## config.mk

```make
export PLATFORM = sky130hd
export DESIGN_NAME = msgdma_desc_scheduler
export DESIGN_NICKNAME = d
export VERILOG_FILES = /design/src/rtl/msgdma_desc_scheduler.sv
export SDC_FILE = /design/constraint.sdc
export NUM_CORES = 1
export LEC_CHECK = 0
export ABC_AREA = 1
export BUFFER_PORTS_ARGS = -buffer_cell sky130_fd_sc_hd__buf_2
export CAP_MARGIN = 20
export CORE_ASPECT_RATIO = 0.5
export CORE_MARGIN = 3
export CORE_UTILIZATION = 47
export CTS_BUF_LIST = sky130_fd_sc_hd__clkbuf_16
export CTS_CLUSTER_SIZE = 10
export DETAILED_ROUTE_END_ITERATION = 16
export PLACE_DENSITY = 0.86
export SETUP_SLACK_MARGIN = 0.1
export SLEW_MARGIN = 30
export SYNTH_ARGS = -nofsm -noshare
export SYNTH_HDL_FRONTEND = slang
export SYNTH_SLANG_ARGS = --single-unit
```

## constraint.sdc

```tcl
create_clock -name clk -period 1.43 [get_ports clk]
set_input_delay 0.286 -clock clk [delete_from_list [all_inputs] [get_ports clk]]
set_output_delay 0.286 -clock clk [all_outputs]
set_load 0.03 [all_outputs]
```

## src/rtl/msgdma_desc_scheduler.sv

```systemverilog
// Two-requester round-robin front end for an mSGDMA dispatcher: writes one
// four-word descriptor per accepted request, then waits for completion or a watchdog expiry.
module msgdma_desc_scheduler #(
    parameter int          LEN_W     = 32,
    parameter int          TIMEOUT   = 1000000,
    parameter logic [31:0] CTRL_WORD = 32'h8000_4000
) (
    input  logic               clk,
    input  logic               reset_n,
    input  logic [1:0]         req_valid,
    output logic [1:0]         req_ready,
    input  logic [63:0]        req_addr,
    input  logic [2*LEN_W-1:0] req_len,
    output logic [1:0]         desc_address,
    output logic               desc_write,
    output logic [31:0]        desc_writedata,
    input  logic               desc_waitrequest,
    input  logic               dma_done,
    output logic [1:0]         done,
    output logic               timeout,
    output logic               busy,
    output logic               grant_id
);

    localparam int              WD_W     = $clog2(TIMEOUT) + 1;
    localparam logic [WD_W-1:0] WD_LIMIT = WD_W'(TIMEOUT - 1);

    localparam logic [1:0] S_IDLE      = 2'd0;
    localparam logic [1:0] S_WRITE     = 2'd1;
    localparam logic [1:0] S_WAIT_DONE = 2'd2;
    localparam logic [1:0] S_COMPLETE  = 2'd3;

    logic [1:0]       r_state;
    logic [1:0]       r_word_cnt;
    logic [WD_W-1:0]  r_wd_cnt;
    logic [31:0]      r_addr;
    logic [LEN_W-1:0] r_len;
    logic             r_grant;
    logic             r_last_grant;
    logic [1:0]       r_done;
    logic             r_timeout;
    logic             r_busy;

    logic             w_winner;
    logic [1:0]       w_ready;
    logic             w_accept;
    logic [31:0]      w_sel_addr;
    logic [LEN_W-1:0] w_sel_len;
    logic             w_word_ack;
    logic             w_expire;
    logic             w_finish;
    logic [1:0]       w_next_state;
    logic [31:0]      w_len32;

    generate
        if (LEN_W >= 32) begin : g_len_trunc
            assign w_len32 = r_len[31:0];
        end else begin : g_len_ext
            assign w_len32 = {{(32-LEN_W){1'b0}}, r_len};
        end
    endgenerate

    // On contention the requester that did not win last time takes the grant.
    assign w_winner   = (req_valid == 2'b11) ? ~r_last_grant : req_valid[1];
    assign w_sel_addr = w_winner ? req_addr[63:32] : req_addr[31:0];
    assign w_sel_len  = w_winner ? req_len[LEN_W +: LEN_W] : req_len[LEN_W-1:0];

    always_comb begin
        // NOTE: every combinational output gets a default first so no path leaves it unassigned (no latch).
        w_ready = 2'b00;
        // NOTE: reset_n gates the combinational ready so nothing is offered while the block is held in reset.
        if (reset_n && (r_state == S_IDLE) && (|req_valid))
            w_ready = w_winner ? 2'b10 : 2'b01;
    end

    assign w_accept   = |w_ready;
    assign w_word_ack = (r_state == S_WRITE) && !desc_waitrequest;
    assign w_expire   = (r_state == S_WAIT_DONE) && !dma_done && (r_wd_cnt == WD_LIMIT);
    assign w_finish   = (r_state == S_COMPLETE) || w_expire;

    always_comb begin
        w_next_state = r_state;
        case (r_state)
            S_IDLE:      if (w_accept)
                             w_next_state = (w_sel_len == '0) ? S_COMPLETE : S_WRITE;
            S_WRITE:     if (w_word_ack && (r_word_cnt == 2'd3))
                             w_next_state = S_WAIT_DONE;
            S_WAIT_DONE: if (dma_done)
                             w_next_state = S_COMPLETE;
                         else if (r_wd_cnt == WD_LIMIT)
                             w_next_state = S_IDLE;
            S_COMPLETE:  w_next_state = S_IDLE;
            default:     w_next_state = S_IDLE;
        endcase
    end

    // NOTE: all state is updated with non-blocking assignments so every register sees pre-edge values.
    always_ff @(posedge clk or negedge reset_n) begin
        if (!reset_n) begin
            r_state      <= S_IDLE;
            r_word_cnt   <= 2'd0;
            r_wd_cnt     <= '0;
            r_addr       <= 32'h0;
            r_len        <= '0;
            r_grant      <= 1'b0;
            r_last_grant <= 1'b1;
            r_done       <= 2'b00;
            r_timeout    <= 1'b0;
            r_busy       <= 1'b0;
        end else begin
            r_state <= w_next_state;

            if (w_accept) begin
                r_addr       <= w_sel_addr;
                r_len        <= w_sel_len;
                r_grant      <= w_winner;
                r_last_grant <= w_winner;
                r_word_cnt   <= 2'd0;
            end else if (w_word_ack) begin
                r_word_cnt <= r_word_cnt + 2'd1;
            end

            // Watchdog restarts on WAIT_DONE entry and saturates at the limit.
            if ((r_state == S_WRITE) && (w_next_state == S_WAIT_DONE))
                r_wd_cnt <= '0;
            else if ((r_state == S_WAIT_DONE) && (r_wd_cnt != WD_LIMIT))
                r_wd_cnt <= r_wd_cnt + WD_W'(1);

            r_done    <= (r_state == S_COMPLETE) ? (r_grant ? 2'b10 : 2'b01) : 2'b00;
            r_timeout <= w_expire;
            // Busy covers the cycle carrying the done/timeout pulse, then drops.
            r_busy    <= (w_next_state != S_IDLE) || w_finish;
        end
    end

    always_comb begin
        desc_writedata = 32'h0;
        if (r_state == S_WRITE) begin
            case (r_word_cnt)
                2'd0:    desc_writedata = r_addr;
                2'd1:    desc_writedata = 32'h0;
                2'd2:    desc_writedata = w_len32;
                default: desc_writedata = CTRL_WORD;
            endcase
        end
    end

    assign desc_write   = (r_state == S_WRITE);
    assign desc_address = (r_state == S_WRITE) ? r_word_cnt : 2'd0;
    assign req_ready    = w_ready;
    assign done         = r_done;
    assign timeout      = r_timeout;
    assign busy         = r_busy;
    assign grant_id     = r_grant;

endmodule
```

==> results.cfg, run 1 <==
[placed_design]
detailed_place_hpwl_um = 14000
dp_cells = 1207
place.port_buffers = 175
place_congestion = 0.975

[yosys]
synth_seq_area_share = 0.432
post-synth-top-area-fraction = 0.428
mappedNetlistNets = 940
synth.distinct_cells = 29
postSynthRegisterBits = 95
syn_area_per_cell_um2 = 6.87
synth_area_leaders = dfrtp_1 (43%), nand2_1 (25%), nand3_1 (5.5%), inv_1 (3.4%), o21ai_0 (3.3%)
synth.cell_area_mm2 = 0.00550
syn_inst = 801
synthesis.yosys.warnings = 0
yosysTopAreaCell = dfrtp_1

[run_status]
run_status = did not finish
firstError = [ERROR GRT-0232] Routing congestion too high. Check the congestion heatmap in the GUI.
stop_stage = global routing

[timing]
repair-timing-grt-worst-ep = desc_writedata[29]
timing.worst_endpoint.kind = top-level output

[global_routing]
groute.usage.overall = 0.769
antenna_found_initial = 1
grt.overflow.total = 28
grt_start_max_net_pins = 47

[floorplan]
die-width_um = 159
start_util = 0.490
design.portCount = 176
row_count = 27
die_height_um = 82.5

[clocking]
cts_made_buffers = 9
clockBufferDepth = 2
root_buffer = clkbuf_16
clock_sink_count = 95
cts.hold.buffers_added = 0
htreeDepth = 3
-- per-layer routing --
metal,GRT usage,overflow
met3,0.632,0
met4,0.825,11
met2,0.922,15
met5,0.462,0
met1,0.747,2
-- cell families after synthesis --
group,share of synthesized area
simple gates,0.402
flops,0.432
buf+inv,0.0730
compound gates,0.0764
fa+ha+maj,0.0114
xor+xnor,0.00478
-- through the flow --
| step | setup WS (ns) | TNS [ns] | utilization | cell area, µm² | hold WS, ns |
|---|---|---|---|---|---|
| 4_1_cts | -0.651 | -26.76 | 0.809 | 9070 | 0.0896 |
| 3_5_place_dp | -0.417 | -25.36 | 0.682 | 7650 | 0.437 |
| 3_3_place_gp | -0.371 | -19.11 | 0.682 | 7650 | 0.438 |
| 2_1_floorplan | -0.122 | -4.76 | - | 6010 | -0.00959 |
-- Yosys cell counts --
| cell type | number |
|---|---|
| a21oi_1 | 35 |
| a22o_1 | 1 |
| buf_2 | 18 |
| buf_4 | 1 |
| buf_6 | 4 |
| clkbuf_1 | 15 |
| dfrtp_1 | 94 |
| dfstp_2 | 1 |
| ha_1 | 5 |
| inv_1 | 50 |
| inv_2 | 4 |
| nand2_1 | 368 |
| nand2_2 | 2 |
| nand2_4 | 2 |
| nand3_1 | 60 |
| nand3b_1 | 18 |
| nand4_1 | 16 |
| nand4_2 | 1 |
| nor2_1 | 43 |
| nor2_2 | 2 |
| nor2_4 | 1 |
| nor3_1 | 7 |
| nor3b_1 | 1 |
| o21ai_0 | 36 |
| o21ai_1 | 7 |
| o21ai_2 | 1 |
| o22ai_1 | 2 |
| or2_2 | 3 |
| xor2_1 | 3 |
-- what timing repair did --
item,in CTS
endpoints found under the setup margin,127
resized for setup,235
pin swaps,31
setup buffers,25
cloned,7
==> inputs of run 2 (changes only) <==
--- a/config.mk
+++ b/config.mk
@@ -8,14 +8,10 @@
 export ABC_AREA = 1
 export BUFFER_PORTS_ARGS = -buffer_cell sky130_fd_sc_hd__buf_2
 export CAP_MARGIN = 20
-export CORE_ASPECT_RATIO = 0.5
 export CORE_MARGIN = 3
-export CORE_UTILIZATION = 47
-export CTS_BUF_LIST = sky130_fd_sc_hd__clkbuf_16
-export CTS_CLUSTER_SIZE = 10
+export CORE_UTILIZATION = 40
 export DETAILED_ROUTE_END_ITERATION = 16
-export PLACE_DENSITY = 0.86
-export SETUP_SLACK_MARGIN = 0.1
+export PLACE_DENSITY_LB_ADDON = 0.15
 export SLEW_MARGIN = 30
 export SYNTH_ARGS = -nofsm -noshare
 export SYNTH_HDL_FRONTEND = slang
==> constraint.sdc (replaced) <==
create_clock -name clk -period 1.86 [get_ports clk]
set_input_delay 0.372 -clock clk [delete_from_list [all_inputs] [get_ports clk]]
set_output_delay 0.372 -clock clk [all_outputs]
set_load 0.03 [all_outputs]
==> run 2 against run 1 <==
Effect of this change: the flow now finishes, with violations (setup timing); synthesized cell count unchanged; area after synthesis is the same.
==> results.cfg, run 2 <==
[run_status]
run_status = finished, violations left
failed_checks = setup timing

[yosys]
synth_seq_area_share = 0.432
yosysTopAreaCell = dfrtp_1
post-synth-top-area-fraction = 0.428
synthArstFlopShare = 1.00
dominantRegCellSynth = dfrtp_1
mappedNetlistNets = 940
synth.distinct_cells = 29
synth_area_leaders = dfrtp_1 (43%), nand2_1 (25%), nand3_1 (5.5%), inv_1 (3.4%), o21ai_0 (3.3%)
synth.most_common_cell = nand2_1
postSynthRegisterBits = 95
synth.cell_area_mm2 = 0.00550
syn_area_per_cell_um2 = 6.87
synth.top_cells.by_count = nand2_1 (368), dfrtp_1 (94), nand3_1 (60)
synth_enable_flop_cells = 0
synthesis.yosys.warnings = 0
syn_inst = 801

[critical_path]
crit_arrival_ns = 1.78
element_type_at_the_critical_path_start = register
setup.worst_path.class = register to output port
worst-path-max-fanout = 15
setup_crit_start = r_word_cnt[1]
worst_setup_path_end_kind = output port
ff_to_ff_start = r_last_grant
worstPathRequired_ns = 1.49
worst_reg2reg_setup_slack_ns = 0.02

[flow_run]
max_capacitance_violation_count = 0

[detailed_routing]
postRouteWirelength_um = 18200
route.antenna.remaining_nets = 0
dr.pass1.iters = 5
route.vias.total = 5899
drt_drc_violations_left = 0
avgRoutedWirePerCell_um = 15.4
maxUsedRoutingLayer = met5
met3_wirelength_um = 1230
met1_length_um = 7860
avgViaCountPerCell = 4.99
drt_first_iter_violations = 288
routed_wl_met2_um = 8590

[timing]
rsz0062_at_grt = yes
worst_pin_slew_ns = 0.512
fin_skew_ns = 0.00866
setup_violations = 32
maxSlewHeadroom = 0.658
postLayoutSetupSlackWorst_ns = -0.290
layout_worst_path_cycle_share = 1.16
fmax_ghz = 0.465
hold_violations = 0
layout_min_cycle_time_ns = 2.15
maxSlewViolCount = 0

[floorplan]
die_height_um = 123
row_count = 42
design.portCount = 176
core_box_area_mm2 = 0.0133
die-width_um = 123
start_util = 0.412
die_area_mm2 = 0.0152

[global_routing]
first_global_vias = 5397
grt_start_max_net_pins = 96
antenna_found_initial = 1
grt_first_pass_wirelength_um = 27500
grt.overflow.total = 0
groute.usage.overall = 0.234

[clocking]
worst_skew_pair.late_latency_ns = 0.35
root_buffer = clkbuf_16
clockBufferDepth = 2
htreeDepth = 3
clock_sink_count = 95
cts_made_buffers = 9
clk_transition_reported_paths_ns = 0.07
cts_tree = yes

[placed_design]
dp_cells = 1153
placedInstanceArea_mm2 = 0.00678
detailed_place_hpwl_um = 13400
place_congestion = 0.978
place.port_buffers = 175

[pwr]
irDropWorstVdd_v = 0.000725
powerDensity_mw_per_mm2 = 1390
p_sw_frac = 0.421
sequentialPowerShare = 0.322
leakage_nw = 3.87
clkPwrFrac = 0.190
p_int_w = 0.00615
power.switching_w = 0.00448
comb_power_share = 0.488

[layout]
final_cell_mix = nand2_1 (359), buf_2 (140), dfrtp_1 (94)
reg_top3 = r_addr: 32 flops, r_len: 32 flops, r_wd_cnt: 21 flops
n_fill_cell = 1304
antennaDiodeCount = 0
fin_cells = 1182
finalNetCount = 1140
final_instance_area_mm2 = 0.00762
post_route_cells_drive_above_1_share = 0.300
areaGrowthSynthToFinish_pct = 38.6
commonest_non_fill_non_tap_cell_in_the_layout = nand2_1
final_core_util = 0.571

[worst_hold_path]
worst_hold_path_type = input pin to asynchronous set/reset pin
[run 2: cell counts after synthesis]
Identical to the previous run, type by type.
[run 2: final timing paths]
kind | to | depth (start not counted)
setup / recovery | desc_writedata[9] | 5
hold / removal | r_wd_cnt[8] | 2
setup reg to reg | r_state[1] | 13
hold reg to reg | done[0] | 1
max in group asynchronous | r_last_grant | 2
min in group clk | timeout | 2
[run 2: cells by family (layout without fill, tap and decap cells)]
group | after synthesis | after routing | share of synthesized area
buffers and inverters | 92 | 297 | 0.0730
xor gates and xnor gates | 3 | 3 | 0.00478
AOI/OAI and AO/OA | 82 | 82 | 0.0764
and+or+nand+nor | 524 | 524 | 0.402
DFF | 95 | 95 | 0.432
adders and majority gates | 5 | 5 | 0.0114
[run 2: critical path, cell delays in order (launching register included)]
cell and delay (ns):
dfrtp_1 0.41, ha_2 0.21, or2_4 0.28, buf_12 0.17, a21oi_2 0.19, buf_6 0.16
[run 2: layout make-up]
class,instances,area [µm²],area share
inverters,54,215,0.0282
well taps,176,220,0.0289
multi-input cells,614,2910,0.381
clock inverters,5,81.3,0.0107
flip-flops and latches,95,2380,0.312
clock buffers,11,243,0.0318
repair buffers,227,1580,0.207
[run 2: through the flow]
| step | total power (W) | setup slack, ns | setup TNS [ns] | hold WS, ns |
|---|---|---|---|---|
| after detailed placement | 0.00769 | 0.00573 | 0 | 0.453 |
| final | 0.0106 | -0.290 | -6.80 | 0.103 |
| after global placement | 0.00766 | 0.0137 | 0 | 0.450 |
| after global routing | 0.0113 | -0.352 | -9.21 | 0.146 |
| after CTS | 0.0104 | -0.226 | -6.06 | 0.137 |
| after floorplan | 0.00610 | -0.123 | -3.69 | 0.0764 |
[run 2: metal layers]
layer / vias to the layer above / track usage
met2: 222 / 0.368
met1: 2681 / 0.313
met5: - / 0
met3: 46 / 0.0618
li1: 2948 / -
met4: 2 / 0.0775
[run 2: power groups by stage]
| stage | clock, W | combinational [W] | sequential (W) |
|---|---|---|---|
| 2_1_floorplan | 0 | 0.00282 | 0.00328 |
| 3_3_place_gp | 0 | 0.00423 | 0.00343 |
| 3_5_place_dp | 0 | 0.00427 | 0.00342 |
| 4_1_cts | 0.00204 | 0.00500 | 0.00340 |
| 5_1_grt | 0.00214 | 0.00566 | 0.00349 |
| 6_report | 0.00202 | 0.00518 | 0.00342 |
[run 2: timing repair]
action / in CTS / in global routing
gates cloned: 1 / 1
resized for setup: 85 / 39
buffers inserted: 6 / 5
hold buffers: 0 / 0
pin swaps: 4 / 16
endpoints found under the setup margin: 34 / 52
No activity file was read; power rests on OpenSTA's default activity.
